## src/rtl/axi_wr_arbiter.sv

```systemverilog
`default_nettype none
// ============================================================================
// axi_wr_arbiter : two-master round-robin arbiter for the AXI3 write path.
//   The granted master owns AW, every W beat and B; WLAST is regenerated.
// Revision: 1.0
// ============================================================================
module axi_wr_arbiter #(
  parameter int ID_W   = 4,
  parameter int ADDR_W = 32,
  parameter int DATA_W = 32,
  parameter int LEN_W  = 4
) (
  input  logic                clk,
  input  logic                rstn,
  // master 0 write side
  input  logic [ID_W-1:0]     m0_awid,
  input  logic [ADDR_W-1:0]   m0_awaddr,
  input  logic [LEN_W-1:0]    m0_awlen,
  input  logic [2:0]          m0_awsize,
  input  logic [1:0]          m0_awburst,
  input  logic                m0_awvalid,
  output logic                m0_awready,
  input  logic [ID_W-1:0]     m0_wid,
  input  logic [DATA_W-1:0]   m0_wdata,
  input  logic [DATA_W/8-1:0] m0_wstrb,
  input  logic                m0_wlast,
  input  logic                m0_wvalid,
  output logic                m0_wready,
  output logic [ID_W-1:0]     m0_bid,
  output logic [1:0]          m0_bresp,
  output logic                m0_bvalid,
  input  logic                m0_bready,
  // master 1 write side
  input  logic [ID_W-1:0]     m1_awid,
  input  logic [ADDR_W-1:0]   m1_awaddr,
  input  logic [LEN_W-1:0]    m1_awlen,
  input  logic [2:0]          m1_awsize,
  input  logic [1:0]          m1_awburst,
  input  logic                m1_awvalid,
  output logic                m1_awready,
  input  logic [ID_W-1:0]     m1_wid,
  input  logic [DATA_W-1:0]   m1_wdata,
  input  logic [DATA_W/8-1:0] m1_wstrb,
  input  logic                m1_wlast,
  input  logic                m1_wvalid,
  output logic                m1_wready,
  output logic [ID_W-1:0]     m1_bid,
  output logic [1:0]          m1_bresp,
  output logic                m1_bvalid,
  input  logic                m1_bready,
  // slave write port
  output logic [ID_W-1:0]     s_awid,
  output logic [ADDR_W-1:0]   s_awaddr,
  output logic [LEN_W-1:0]    s_awlen,
  output logic [2:0]          s_awsize,
  output logic [1:0]          s_awburst,
  output logic                s_awvalid,
  input  logic                s_awready,
  output logic [ID_W-1:0]     s_wid,
  output logic [DATA_W-1:0]   s_wdata,
  output logic [DATA_W/8-1:0] s_wstrb,
  output logic                s_wlast,
  output logic                s_wvalid,
  input  logic                s_wready,
  input  logic [ID_W-1:0]     s_bid,
  input  logic [1:0]          s_bresp,
  input  logic                s_bvalid,
  output logic                s_bready,
  // status
  output logic                grant,
  output logic                busy,
  output logic                err_wlast
);

  typedef enum logic [1:0] {
    S_IDLE = 2'd0,
    S_AW   = 2'd1,
    S_W    = 2'd2,
    S_B    = 2'd3
  } state_t;

  state_t           r_state;
  state_t           w_next;
  logic             r_grant;
  logic             w_grant_nxt;
  logic             r_last_grant;
  logic [LEN_W-1:0] r_len;
  logic [LEN_W-1:0] r_beat;
  logic             r_err;

  logic w_in_aw, w_in_w, w_in_b;
  logic w_aw_hs, w_w_hs, w_b_hs;
  logic w_last_beat, w_mwlast;

  assign w_in_aw     = (r_state == S_AW);
  assign w_in_w      = (r_state == S_W);
  assign w_in_b      = (r_state == S_B);
  assign w_last_beat = (r_beat == r_len);
  assign w_mwlast    = r_grant ? m1_wlast : m0_wlast;

  assign w_aw_hs = s_awvalid & s_awready;
  assign w_w_hs  = s_wvalid & s_wready;
  assign w_b_hs  = s_bvalid & s_bready;

  always_comb begin
    w_next      = r_state;
    w_grant_nxt = r_grant;
    case (r_state)
      S_IDLE: begin
        if (m0_awvalid | m1_awvalid) begin
          w_next = S_AW;
          // On a tie the master not served last time wins
          if (m0_awvalid & m1_awvalid) w_grant_nxt = ~r_last_grant;
          else                         w_grant_nxt = m1_awvalid;
        end
      end
      S_AW:    if (w_aw_hs) w_next = S_W;
      S_W:     if (w_w_hs && w_last_beat) w_next = S_B;
      S_B:     if (w_b_hs) w_next = S_IDLE;
      default: w_next = S_IDLE;
    endcase
  end

  always_ff @(posedge clk or negedge rstn) begin
    if (!rstn) begin
      r_state      <= S_IDLE;
      r_grant      <= 1'b0;
      r_last_grant <= 1'b1;
      r_len        <= '0;
      r_beat       <= '0;
      r_err        <= 1'b0;
    end else begin
      r_state <= w_next;
      r_grant <= w_grant_nxt;
      r_err   <= w_w_hs & (w_mwlast != w_last_beat);
      if (w_aw_hs) begin
        r_len  <= r_grant ? m1_awlen : m0_awlen;
        r_beat <= '0;
      end else if (w_w_hs && !w_last_beat) begin
        r_beat <= r_beat + 1'b1;
      end
      if (w_b_hs) r_last_grant <= r_grant;
    end
  end

  // Payloads are muxed freely; only valid/ready are qualified by state
  assign s_awid    = r_grant ? m1_awid    : m0_awid;
  assign s_awaddr  = r_grant ? m1_awaddr  : m0_awaddr;
  assign s_awlen   = r_grant ? m1_awlen   : m0_awlen;
  assign s_awsize  = r_grant ? m1_awsize  : m0_awsize;
  assign s_awburst = r_grant ? m1_awburst : m0_awburst;
  assign s_awvalid = w_in_aw & (r_grant ? m1_awvalid : m0_awvalid);
  assign m0_awready = w_in_aw & ~r_grant & s_awready;
  assign m1_awready = w_in_aw &  r_grant & s_awready;

  assign s_wid     = r_grant ? m1_wid   : m0_wid;
  assign s_wdata   = r_grant ? m1_wdata : m0_wdata;
  assign s_wstrb   = r_grant ? m1_wstrb : m0_wstrb;
  assign s_wlast   = w_in_w & w_last_beat;
  assign s_wvalid  = w_in_w & (r_grant ? m1_wvalid : m0_wvalid);
  assign m0_wready = w_in_w & ~r_grant & s_wready;
  assign m1_wready = w_in_w &  r_grant & s_wready;

  assign s_bready  = w_in_b & (r_grant ? m1_bready : m0_bready);
  assign m0_bvalid = w_in_b & ~r_grant & s_bvalid;
  assign m1_bvalid = w_in_b &  r_grant & s_bvalid;
  assign m0_bid    = (w_in_b & ~r_grant) ? s_bid   : '0;
  assign m0_bresp  = (w_in_b & ~r_grant) ? s_bresp : 2'b00;
  assign m1_bid    = (w_in_b &  r_grant) ? s_bid   : '0;
  assign m1_bresp  = (w_in_b &  r_grant) ? s_bresp : 2'b00;

  assign grant     = r_grant;
  assign busy      = (r_state != S_IDLE);
  assign err_wlast = r_err;

endmodule
`default_nettype wire

```

## config.mk

```make
export PLATFORM = sky130hd
export DESIGN_NAME = axi_wr_arbiter
export DESIGN_NICKNAME = d
export VERILOG_FILES = /design/src/rtl/axi_wr_arbiter.sv
export SDC_FILE = /design/constraint.sdc
export NUM_CORES = 1
export LEC_CHECK = 0
export CAP_MARGIN = 20
export CELL_PAD_IN_SITES_DETAIL_PLACEMENT = 0
export CELL_PAD_IN_SITES_GLOBAL_PLACEMENT = 1
export CORE_MARGIN = 4
export CORE_UTILIZATION = 14
export DETAILED_ROUTE_END_ITERATION = 10
export GPL_ROUTABILITY_DRIVEN = 0
export GPL_TIMING_DRIVEN = 0
export PLACE_DENSITY_LB_ADDON = 0.1
export SYNTH_ARGS = -nofsm -noshare
export SYNTH_HDL_FRONTEND = slang
export SYNTH_SLANG_ARGS = --single-unit
```

## constraint.sdc

```tcl
create_clock -name clk -period 2.5 [get_ports clk]
set_clock_uncertainty 0.1 [all_clocks]
set_input_delay 0.5 -clock clk [delete_from_list [all_inputs] [get_ports clk]]
set_output_delay 0.5 -clock clk [all_outputs]
set_load 0.005 [all_outputs]
```

# Word-level counts from Yosys, hierarchy flattened
# Index checks and enable logic that the tools add are counted.
# word_totals
ff_bits	13
latchBits	0
mem_bits_rw	0
mem_bits_ro	0
input_bits	189
elab_cells	72
memories	0
# classes
addsub	1
multipliers	0
div	0
n_lt_le_gt_ge	0
n_eq_ne	9
n_shift	0
muxes	24
bitwise_logic	24
n_reduce_logical	8
# ops
op	count
$mux 32	2
$mux 4	8
$and 1x1->1	21
$mux 2	7
$pmux 2 s4	1
$ne 2x1->1 const B	3
$mux 1	5
$add 4x1->4 const B	1
$eq 2x2->1 const B	2
$eq 4x4->1	1
$reduce_and 4->1	1
$reduce_bool 2->1	2
$mux 3	1
$eq 2x1->1 const B	1
$logic_and 1x1->1	2
$logic_not 2->1	1
$ne 2x2->1 const B	1
$not 1->1	2
$reduce_and 2->1	1
$logic_not 1->1	1
$ne 1x1->1	1
$or 1x1->1	1

# Depth between registers and ports, before layout
# Gate-level depths: netlist of run 1.
# depth
depth_word	6
depth_mapped	7
mapped_depth_nobuf	7

# Worst setup path after synthesis of run 1
# No wires, ideal clock.
# synth_timing
path_type	flip-flop to output port
startpoint	register r_grant, in the netlist grant
endpoint	output s_wdata[10]
t_arrival_ns	1.334
required_time_ns	1.900
setup_slack_ns	0.566
stages_incl_launch_ff	6
n_path_buf	4
path_cell_list	dfrtp_1 -> buf_6 -> buf_6 -> buf_4 -> buf_2 -> mux2_2
# synth_between
elab_chain_len	1
# synth_rtl
element	line	rtl
from (decl)	84	logic r_grant;
from (signal assigned)	134	r_grant <= w_grant_nxt;
$mux 32	157	assign s_wdata = r_grant ? m1_wdata : m0_wdata;
to (decl)	60	output logic [DATA_W-1:0] s_wdata,
# No other way between the ends.

# Worst setup path after layout of run 1
# layout_timing
startpoint	register r_grant, in the netlist grant
endpoint	output s_wdata[20]
# Same word-level chain as after synthesis.

==> results.yml, run 1 <==
drt:
  drc: 0
  drtAntennaViolNets: 0
  drt_pass1_iterations: 4
  drt-initial-drc-count: 73
  dr_total_vias: 2648
  wire_per_inst_um: 19.20
  via_per_inst: 3.894
  routed_wl_um: 13050
timing:
  report.final.slew_viol_count: 0
  final.setup.tns_ps: 0
  fin_crit_ps: 2449
  rsz0062_at_grt: "true"
  finalSetupViolations: 0
  hold_ws_ps: 436.1
  finalHoldViolCount: 0
  slew_headroom_pct: 58.84
  max_freq_mhz: 408.3
  worst_pin_slew_ps: 615.5
  post-route-period-util_pct: 97.97
clocking:
  clk_pin_slew_ps: 50
  htree_levels: 1
  cts_made_buffers: 3
  postCtsHoldBufs: 0
  cts_root_buffer: "clkbuf_16"
  clk_latency_ps: 240
  cts.sinks: 13
  clk_path_buf_depth: 2
  cts_tree: "done"
worst_setup_path:
  endpoint_kind: "output port"
  cp-start-kind: "flop"
  r2r_slack_ps: 590
  worst-path-max-fanout: 10
  cp.arrival_ps: 1850
  reg2reg_from: "grant"
  r2r-end: "r_state[1]"
  r2r_cells: 7
  worstPathCellList: "buf_12, buf_12, buf_8, mux2_2, clkdlybuf4s50_1"
  worst_path_max_delay_cell: "clkdlybuf4s50_1"
  crit_type: "reg2out"
  cp.required_ps: 1900
  slowest_delay_ps: 450
  cp_top_family: "buffers and inverters"
  critPathMostFrequentCell: "buf_12"
  cp_num_buf_inv: 4
floorplan:
  die_x_um: 126.8
  core_um2: 13830
  die_y_um: 126.8
  rows: 43
  initial_core_util_pct: 14.28
  die-area_um2: 16070
  ios: 299
power:
  pwr_density_cell_nw_per_um2: 750.6
  p_seq_share_pct: 9.6
  combPwrFrac_pct: 83.1
  swShare_pct: 33.22
  ir_drop_uv: 428.8
  clock_power_share_pct: 7.4
  power_switching_mw: 1.354
  power_mw: 4.077
  p_leak_nw: 2.181
  p_int_mw: 2.723
layout:
  finalNonFillerCells: 680
  final_cell_area_um2: 5431
  drive_gt1_share_pct: 25.00
  syn2layout_area_growth_pct: 175.1
  nNetsFinal: 696
  antenna_cells: 0
logic_synthesis:
  yosysTopAreaCell: "mux2_2"
  syn-instance-count: 191
  ys_seq_elements: 13
  netlist_area_um2: 1974
  synth.avg_cell_area_um2: 10.34
  syn_nets: 386
  synth_area_leaders: "mux2_2 49%, dfrtp_1 15%, ha_1 3.8%"
  yosys.area.top_type_share_pct: 49.05
  yosysWarnings: 0
  synth_seq_area_share_pct: 16.54
  ys_types: 34
placed_design:
  post_dp_cell_area_um2: 5182
  io_buffers: 298
  dp.cells: 669
  hpwl_um: 11410
global_routing:
  grt_pass1_vias: 2769
  grt_overflow: 0
  grt_max_degree: 14
  grt_usage_pct: 14.81
  grt_pass1_wl_um: 18260
  antenna_found_initial: 0
worst_hold_path:
  holdCritStartpoint: "r_len[0]"
  whs_endpoint: "r_len[0]"
  hold_class: "reg2reg"
  min_delay_path_depth: 1
run:
  drv_cap: 0
outcome:
  status: "complete, no violations"
-- placed cells by master (no fill, tap or decap), types with 2 or more instances in the layout --
cell type        synthesis  routed
clkdlybuf4s50_1          0     288
mux2_2                  86      86
buf_4                    1      12
dfrtp_1                 12      12
and3_1                   9       9
and2_1                   8       8
dlymetal6s2s_1           0       8
nand2_1                  8       7
nor2_1                   7       7
inv_1                    5       5
xnor2_1                  5       5
buf_12                   0       4
mux2_4                   4       4
ha_1                     6       4
mux2i_1                  3       3
nand3_1                  3       3
xor2_1                   3       3
clkbuf_16                0       3
clkbuf_4                 0       2
nor2b_1                  3       2
dlygate4sd2_1            0       2
-- stage by stage --
stage	setup WS, ps	utilization [%]
2_1_floorplan	566.4	-
6_report	50.76	39.28
4_1_cts	1.873	38.64
3_3_place_gp	-95.26	37.48
5_1_grt	-2.490	39.28
3_5_place_dp	-89.67	37.48
-- logic make-up after synthesis --
group / share of synthesized area [%]
xor gates and xnor gates: 3.549
adders and majority gates: 3.802
and+or+nand+nor: 12.48
DFF: 16.54
muxes: 55.32
buffers and inverters: 5.260
AOI/OAI and AO/OA: 3.041
-- what timing repair did --
action | CTS | global route
gates resized for setup | 24 | 15
setup endpoints to repair | 99 | 44
pin swaps | 0 | 1
buffers inserted | 3 | 5
-- worst max path at each step --
| stage | from | endpoint | slack [ps] | cells past startpoint |
|---|---|---|---|---|
| CTS | grant | s_wdata[13] | 2 | 5 |
| floorplan | grant | s_wdata[10] | 570 | 5 |
| global placement | grant | s_wdata[17] | -100 | 6 |
| global route | grant | s_wdata[22] | -2 | 5 |
| detailed placement | grant | m1_bid[3] | -90 | 6 |
| finish | grant | s_wdata[20] | 50 | 5 |
-- cells in the mapped netlist (all sizes together) --
cell type  count
a21oi          2
a2bb2oi        1
a32o           1
and2           8
and3          10
buf           12
clkbuf         1
dfrtp         12
dfstp          1
ha             6
inv            5
mux2          91
mux2i          4
nand2          8
nand2b         1
nand3          3
nand4          1
nor2           8
nor2b          3
nor3           1
o211ai         1
o21ai          2
o32a           1
xnor2          5
xor2           3
-- registers in the layout (all words and copies together), names as in the netlist --
signal and count:
r_beat 4, r_len 4, grant 1, err_wlast 1, r_state 2, r_last_grant 1
-- layout make-up --
class | count | area [um2]
flip-flops and latches | 13 | 326.6
repair buffers | 306 | 3060
well taps | 180 | 225.2
plain buffers | 12 | 151.4
inverters | 5 | 18.77
fillers | 1386 | 8396
clock buffers | 3 | 75.07
clock inverters | 1 | 5.005
multi-input cells | 160 | 1569
-- power by group through the flow --
stage | logic (mW) | clock network, mW | registers (mW)
floorplan | 1.51 | 0 | 0.366
global placement | 3.19 | 0 | 0.383
detailed placement | 3.19 | 0 | 0.382
CTS | 3.36 | 0.310 | 0.384
global route | 3.62 | 0.318 | 0.403
finish | 3.39 | 0.301 | 0.389
-- per-layer routing --
layer | GRT usage, % | share of wire [%]
met1 | 16.44 | 37
met5 | 0 | 0
met4 | 2.334 | 1.2
met2 | 28.18 | 53
met3 | 4.379 | 8.2
Power figures use the tool's default switching activity.
==> run 2: changes to the inputs <==
--- a/config.mk
+++ b/config.mk
@@ -10,6 +10,7 @@
 export CELL_PAD_IN_SITES_GLOBAL_PLACEMENT = 1
 export CORE_MARGIN = 4
 export CORE_UTILIZATION = 14
+export CTS_CLUSTER_SIZE = 16
 export DETAILED_ROUTE_END_ITERATION = 10
 export GPL_ROUTABILITY_DRIVEN = 0
 export GPL_TIMING_DRIVEN = 0
@@ -17,3 +18,4 @@
 export SYNTH_ARGS = -nofsm -noshare
 export SYNTH_HDL_FRONTEND = slang
 export SYNTH_SLANG_ARGS = --single-unit
+export TNS_END_PERCENT = 10
==> run 2 against run 1 <==
Against the previous run: die area unchanged; largest power group unchanged; core utilization decreased by 0.26 points; critical path depth did not move; critical path type unchanged; sequential share of layout area about the same.
==> results.yml, run 2 (synthesized netlist as in run 1, its figures left out) <==
worst_setup_path:
  critPathMostFrequentCell: "buf_12"
  cp.required_ps: 1900
  cp.arrival_ps: 1880
  slowest_delay_ps: 450
  worst_path_max_delay_cell: "clkdlybuf4s50_1"
  worstPathCellList: "buf_12, buf_12, buf_6, mux2_2, clkdlybuf4s50_1"
  cp-start-kind: "flop"
  crit_type: "reg2out"
  cp_num_buf_inv: 4
  worst-path-max-fanout: 10
  endpoint_kind: "output port"
  cp_top_family: "buffers and inverters"
placed_design:
  hpwl_um: 11410
  post_dp_cell_area_um2: 5182
  dpl_worst_slack_ps: -89.67
  dp.cells: 669
  io_buffers: 298
drt:
  wire_per_inst_um: 19.26
  drt_pass1_iterations: 3
  drc: 0
  dr_total_vias: 2642
  drtAntennaViolNets: 0
  via_per_inst: 3.903
  drt-initial-drc-count: 64
  routed_wl_um: 13040
timing:
  rsz0062_at_grt: "true"
  post-route-period-util_pct: 99.13
  finalHoldViolCount: 0
  hold_ws_ps: 436.1
  worst_pin_slew_ps: 612.6
  report.final.slew_viol_count: 0
  finalSetupViolations: 0
  max_freq_mhz: 403.5
  layout_setup_ws_ps: 21.86
  fin_crit_ps: 2478
  final.setup.tns_ps: 0
  slew_headroom_pct: 59.03
clocking:
  cts_root_buffer: "clkbuf_16"
  clk_pin_slew_ps: 50
  postCtsHoldBufs: 0
  clk_path_buf_depth: 2
  htree_levels: 1
  cts.sinks: 13
  cts_made_buffers: 3
  cts_tree: "done"
  clk_latency_ps: 240
layout:
  largest_registers: "r_beat: 4 flops, r_len: 4 flops, r_state: 2 flops"
  syn2layout_area_growth_pct: 173.3
  post-route-util_pct: 39.02
  nNetsFinal: 693
  final_cell_area_um2: 5395
  fillerInstances: 1390
  antenna_cells: 0
  final_cell_mix: "288 x clkdlybuf4s50_1, 86 x mux2_2, 12 x dfrtp_1"
  finalNonFillerCells: 677
  layout_commonest_cell: "clkdlybuf4s50_1"
  drive_gt1_share_pct: 24.55
outcome:
  status: "complete, no violations"
power:
  power_mw: 4.008
  pwr_density_cell_nw_per_um2: 743.0
  p_leak_nw: 2.161
  ir_drop_uv: 426.6
global_routing:
  grt_usage_pct: 14.81
  antenna_found_initial: 0
  grt_overflow: 0
  grt_pass1_vias: 2769
  grt_pass1_wl_um: 18260
  grt_max_degree: 14
worst_hold_path:
  hold_class: "reg2reg"
floorplan:
  rows: 43
  die_y_um: 126.8
  core_um2: 13830
  initial_core_util_pct: 14.28
  die_x_um: 126.8
  die-area_um2: 16070
  ios: 299
run:
  drv_cap: 0
[run 2: changes by cell type in the layout (fill, tap and decap cells not counted)]
cell    before  now
buf_4       12    9
buf_12       4    2
buf_6        1    2
buf_8        1    2
[run 2: final cells by class]
type | count | area, um2 | area share, %
repair buffers | 303 | 3038 | 56.31
clock buffers | 3 | 75.07 | 1.391
flip-flops and latches | 13 | 326.6 | 6.053
plain buffers | 12 | 137.6 | 2.551
multi-input cells | 160 | 1569 | 29.08
well taps | 180 | 225.2 | 4.174
clock inverters | 1 | 5.005 | 0.09276
inverters | 5 | 18.77 | 0.3479
[run 2: metal layers]
metal	wire length (um)	GRT usage, %
met1	4900	16.44
met2	6918	28.18
met3	1062	4.379
met4	161	2.334
met5	0	0
[run 2: worst register-to-register path, cell delays in order, from the launching register on]
cell and delay [ps]:
dfrtp_1 410, buf_12 160, buf_4 160, mux2i_4 210
nor2_4 200, nand2b_4 70, a21oi_2 160, mux2_1 320
[run 2: power breakdown]
part | internal (mW) | switching [mW] | leakage (nW)
Clock | 0.213 | 0.0887 | 0.0409
Combinational | 2.15 | 1.17 | 1.96
Sequential | 0.305 | 0.0846 | 0.161
[run 2: timing repair]
action | 4_1_cts | 5_1_grt
hold endpoints to repair | 0 | 0
gates cloned | 0 | 0
setup endpoints to repair | 99 | 44
setup buffers | 3 | 2
pin swaps | 0 | 1
resized for setup | 24 | 12
[run 2: worst paths after layout]
path / startpoint / end / slack (ps) / cells past startpoint
min: r_len[0] / r_len[0] / 440 / 1
max in group asynchronous: rstn / err_wlast / 1350 / 1
min in group asynchronous: rstn / r_beat[0] / 550 / 1
min reg2reg: r_len[0] / r_len[0] / 440 / 1
max: grant / s_wdata[11] / 20 / 5
max reg2reg: grant / r_state[1] / 590 / 7
==> RTL edit 1 (flow settings as in run 1) <==
Make the reset (`rstn`) synchronous in one clocked block.
--- a/src/rtl/axi_wr_arbiter.sv
+++ b/src/rtl/axi_wr_arbiter.sv
@@ -121,7 +121,7 @@
     endcase
   end
 
-  always_ff @(posedge clk or negedge rstn) begin
+  always_ff @(posedge clk) begin
     if (!rstn) begin
       r_state      <= S_IDLE;
       r_grant      <= 1'b0;
Formal check against the unedited RTL: differs if rstn is asserted again (counterexample within 4 cycles, from zero or initial values and one cycle with rstn low); with rstn held inactive, the same outputs for 10 cycles.
==> RTL edit 1 against run 1 <==
Routed wire length is 1.8% lower; sequential share of layout area is 1.2 points lower; final cell count is 0.88% higher; cell area is 0.44% lower; sequential cell count stayed put; via count is 3.2% higher; setup slack worse by 45 ps; synthesized area is 1.7% lower; non-clock buffer count is 4 lower; first-iteration DRC count is 5.5% higher; global-route usage is 0.063 points lower; largest cell class unchanged.
Power is not compared: it rests on default switching activity, and its combinational part moved more than twofold at a synthesized area within 25%.
==> RTL edit 1: results (changes against run 1) <==
Parameter                              Value

Outcome
  Outcome    completed (unchanged)

Setup path
  Worst EP arrival    1890 ps (was 1850 ps)
  Highest cell delay on the worst timing path    480 ps (was 450 ps)
  Setup slack of the worst register-to-register path    810 ps (was 590 ps)
  Largest driver fanout on the critical path    10 (unchanged)
  Endpoint of the worst-slack reg-to-reg timing path    r_len[1] (was r_state[1])
  Critical register-to-register path startpoint    grant (unchanged)
  Worst reg-to-reg path cell count    5 (was 7)

Yosys
  Biggest area contributors in the synthesized netlist    sky130_fd_sc_hd__mux2_2 (48%), sky130_fd_sc_hd__dfxtp_1 (13%), sky130_fd_sc_hd__ha_1 (3.9%) (was sky130_fd_sc_hd__mux2_2 (49%), sky130_fd_sc_hd__dfrtp_1 (15%), sky130_fd_sc_hd__ha_1 (3.8%))
  Share of async-settable or async-resettable flops after synthesis    0% (was 100%)
  Most frequent cells after synthesis    sky130_fd_sc_hd__mux2_2 (83), sky130_fd_sc_hd__dfxtp_1 (13), sky130_fd_sc_hd__nand2_1 (12) (was sky130_fd_sc_hd__mux2_2 (86), sky130_fd_sc_hd__dfrtp_1 (12), sky130_fd_sc_hd__and3_1 (9))
  Cell count after synthesis    201 (was 191)
  Syn_nets    396 (was 386)
  Main flop type after synthesis    sky130_fd_sc_hd__dfxtp_1 (was sky130_fd_sc_hd__dfrtp_1)
  Number of unique standard cell types used by synthesis    30 (was 34)
  Proportion of netlist area held by the largest area contributor    48.2% (was 49.0%)
  Sequential-to-total area share from yosys stat    13.4% (was 16.5%)

Layout
  NumNets Final    703 (was 696)
  Layout filler cell count    1348 (was 1386)
  Fraction of final layout cells sized beyond drive strength 1    23.9% (was 25.0%)
  Post-layout instance count excluding filler cells    686 (was 680)

Drt
  Vias after detailed routing    2733 (was 2648)
  M1 WL    4610 um (was 4870 um)
  Routed length on met3    993 um (was 1070 um)
  Routed wl met2    6790 um (was 6950 um)
  Routed WL    12800 um (was 13100 um)
  Number of DRC violations after detailed-routing iteration 0    77 (was 73)

Min path
  Terminating pin of the worst hold path    r_last_grant (was r_len[0])
  Hold Startpoint    r_last_grant (was r_len[0])
  Hold path cells    2 (was 1)

Global route
  Met2 usage in global routing    28.5% (was 28.2%)
  Number of antenna violations at the first check in global routing    2 (was 0)
  Largest net degree at the start of global routing    11 (was 14)
  Met1 Resource Use GR    15.1% (was 16.4%)
  Global Route Usage Sum    14.7% (was 14.8%)
  Global-route met3 utilization    4.32% (was 4.38%)
  Vias in the first global route    2898 (was 2769)
  Global-route wire length before repair    18200 um (was 18300 um)

Pwr
  Sw frac    between 30% and 40%

STA
  Final hold slack    377 ps (was 436 ps)
  Headroom to the max-slew limit    70.9% (was 58.8%)

Place
  Detailed placement HPWL    11400 um (about the same)
  Dpl ws    -274 ps (was -89.7 ps)

Clock tree
  Clock transition at the register clock pins on the worst setup and hold paths after CTS    around 40 ps
  Clk Tree Root Cell    sky130_fd_sc_hd__clkbuf_16 (unchanged)
## RTL edit 1: changes by cell type in the layout (fill, tap and decap cells not counted), moves of 5 or more
cell and change:
sky130_fd_sc_hd__dfrtp_1 -12, sky130_fd_sc_hd__dfxtp_1 +11, sky130_fd_sc_hd__buf_4 -6, sky130_fd_sc_hd__clkdlybuf4s50_1 -5
sky130_fd_sc_hd__xnor2_1 -5
## RTL edit 1: kinds of logic (layout without fill, tap and decap cells)
family                   after synthesis  after routing  share of synthesized area (%)
other                                  0              3                              0
XOR/XNOR                               8              8                           5.16
flip-flops                            13             13                           13.4
adder cells (fa/ha/maj)                6              6                           3.87
AO/OA/AOI/OAI                         13             13                           5.54
multiplexers                          92             92                           53.3
buffers and inverters                 18            324                           4.45
AND/OR/NAND/NOR                       51             51                           14.2
## RTL edit 1: worst max-delay path by stage
stage,startpoint,end,slack [ps],cells past startpoint
3_3_place_gp,grant,m1_bid[3],-250,5
3_5_place_dp,grant,m1_bid[3],-270,5
4_1_cts,grant,s_wstrb[2],-70,5
6_report,grant,s_wdata[5],5,5
2_1_floorplan,grant,s_awaddr[11],600,4
5_1_grt,grant,s_awburst[0],-70,5
## RTL edit 1: through the flow
step                instance area [um2]  power, uW
global placement                   5140       1740
finish                             5410       2090
global route                       5410       2240
CTS                                5300       2090
detailed placement                 5140       1730
floorplan                          1940        862
## RTL edit 1: timing repair
action | 4_1_cts | 5_1_grt
buffers inserted | 4 | 0
setup endpoints to repair | 99 | 74
hold buffers | 0 | 0
gates resized for setup | 22 | 27
## RTL edit 1: area by class of cell
class	count	area share (%)
Timing Repair Buffer	302	56.2
Multi-Input combinational cell	170	30.4
Sequential cell	13	4.86
Tap cell	176	4.07
Buffer	12	2.45
Clock buffer	4	1.46
Inverter	6	0.416
Antenna cell	3	0.139
==> RTL edit 2 (settings of run 1) <==
Without the edit above. Set the parameter `ADDR_W` to 16 (it was 32).
--- a/src/rtl/axi_wr_arbiter.sv
+++ b/src/rtl/axi_wr_arbiter.sv
@@ -6,7 +6,7 @@
 // ============================================================================
 module axi_wr_arbiter #(
   parameter int ID_W   = 4,
-  parameter int ADDR_W = 32,
+  parameter int ADDR_W = 16,
   parameter int DATA_W = 32,
   parameter int LEN_W  = 4
 ) (
Ports: changed (resized m0_awaddr, m1_awaddr and s_awaddr); port bits go from 299 to 251. The function was not compared with the original's and may differ.
==> RTL edit 2 against run 1 <==
Sequential power shrank 3%; setup slack better by 6.1 ps; final cell count fell by 12%; critical endpoint is now s_awaddr[10]; sequential cell count unchanged; largest cell class unchanged; highest routed layer is now met5; total power down 14%; critical path type unchanged; synthesized area shrank 10%; routed wire length shrank 25%; global-route usage decreased by 2.2 points; cell area fell by 14%.
==> RTL edit 2: results (changes against run 1) <==
Parameter                              Value

Layout
  Fraction of final layout cells sized beyond drive strength 1    22.9% (was 25.0%)
  NumNets Final    592 (was 696)
  Layout filler cell count    1287 (was 1386)
  Number of inserted diodes    0 (unchanged)

Yosys
  Sequential-to-total area share from yosys stat    18.4% (was 16.5%)
  Number of unique standard cell types used by synthesis    33 (was 34)
  Syn_nets    336 (was 386)
  Share of async-settable or async-resettable flops after synthesis    100% (unchanged)
  Biggest area contributors in the synthesized netlist    sky130_fd_sc_hd__mux2_2 (44%), sky130_fd_sc_hd__dfrtp_1 (17%), sky130_fd_sc_hd__ha_1 (4.2%) (was sky130_fd_sc_hd__mux2_2 (49%), sky130_fd_sc_hd__dfrtp_1 (15%), sky130_fd_sc_hd__ha_1 (3.8%))
  Most frequent cells after synthesis    sky130_fd_sc_hd__mux2_2 (69), sky130_fd_sc_hd__dfrtp_1 (12), sky130_fd_sc_hd__and3_1 (9) (was sky130_fd_sc_hd__mux2_2 (86), sky130_fd_sc_hd__dfrtp_1 (12), sky130_fd_sc_hd__and3_1 (9))

Min path
  Hold path cells    1 (unchanged)
  Worst hold path type    flop to flop (unchanged)

Global route
  Global-route met3 utilization    5.47% (was 4.38%)
  Global-route wire length before repair    14400 um (was 18300 um)
  Number of antenna violations at the first check in global routing    1 (was 0)
  Met1 Resource Use GR    12.5% (was 16.4%)
  Vias in the first global route    2545 (was 2769)
  Largest net degree at the start of global routing    14 (unchanged)
  Global Route Usage Sum    12.6% (was 14.8%)
  Met2 usage in global routing    24.2% (was 28.2%)

Drt
  Number of DRC violations after detailed-routing iteration 0    52 (was 73)
  Detail-routed via count per cell    3.87 (was 3.89)
  Wire per inst    16.5 um (was 19.2 um)

Outcome
  Outcome    completed (unchanged)

Setup path
  Critical register-to-register path startpoint    r_state[0] (was grant)
  Setup slack of the worst register-to-register path    630 ps (was 590 ps)
  Largest driver fanout on the critical path    10 (unchanged)
  Start point of the critical path    grant (unchanged)
  Highest cell delay on the worst timing path    470 ps (was 450 ps)
  Capture point of the critical path    s_awaddr[10] (was s_wdata[20])
  Worst reg-to-reg path cell count    7 (unchanged)

Pwr
  Largest vdd supply drop    0.000348 V (was 0.000429 V)
  Static Leak    0.00189 uW (was 0.00218 uW)

Clock tree
  Clk Tree Root Cell    sky130_fd_sc_hd__clkbuf_16 (unchanged)
  Buffer levels on the longest clock path    2 (unchanged)
  PostCTS Resize Cnt    23 (was 24)
  Clock buffer count from CTS    3 (unchanged)
  Clock sinks    13 (unchanged)
  Clock transition at the register clock pins on the worst setup and hold paths after CTS    50 ps (about the same)
  Post-CTS Setup Inserts    2 (was 3)

STA
  Worst Max-Slew Pin Slew    646 ps (was 615 ps)
  Setup-failing EPs final    0 (unchanged)

Place
  Number of buffer cells added on primary ports    250 (was 298)
  Detailed placement HPWL    8520 um (was 11400 um)
-- RTL edit 2: power by group --
| part | switching, uW | internal [uW] | leakage [uW] | total, uW |
|---|---|---|---|---|
| registers | 72.3 | 305 | 0.000161 | 377 |
| clock network | 90.6 | 215 | 0.0000382 | 306 |
| logic | 986 | 1820 | 0.00169 | 2800 |
-- RTL edit 2: final cells by class --
cell class              instances  share of cell area [%]
multi-input cells             144                    29.5
clock buffers                   4                    1.69
plain buffers                  10                    2.68
repair buffers                252                    54.3
well taps                     168                    4.50
flip-flops and latches         13                    6.99
inverters                       5                   0.402
-- RTL edit 2: critical path, delay by kind of cell (launching register included) --
kind,cells,cell delay (ps)
mux,1,330
flops,1,350
buf+inv,4,910
-- RTL edit 2: logic make-up (layout without fill, tap and decap cells) --
family	count (synthesis)	count (layout)	synth area share (%)
AO/OA/AOI/OAI	8	8	3.38
XOR/XNOR	8	8	3.95
adder cells (fa/ha/maj)	6	6	4.23
buffers and inverters	16	271	4.79
flip-flops	13	13	18.4
multiplexers	79	79	51.4
AND/OR/NAND/NOR	43	43	13.9
-- RTL edit 2: per-layer routing --
layer / share of wire, % / wire (um)
met5: 0.10 / 10
met4: 1.1 / 106
met3: 12 / 1200
met2: 52 / 5070
met1: 35 / 3430
-- RTL edit 2: stage by stage --
stage                     std cells  area (um2)  setup slack (ps)
after global placement          591        4490             -88.8
after floorplan                 173        1780               651
final                           596        4670              56.9
after global routing            596        4670             -15.2
after detailed placement        591        4490              -109
after CTS                       597        4650              3.14
-- RTL edit 2: how the worst min path moves through the flow --
stage	start	endpoint	slack, ps
floorplan	rstn	err_wlast	100
global placement	r_len[0]	r_len[0]	420
detailed placement	r_len[3]	r_len[3]	430
CTS	r_len[0]	r_len[0]	440
global route	r_len[0]	r_len[0]	460
finish	r_len[0]	r_len[0]	430
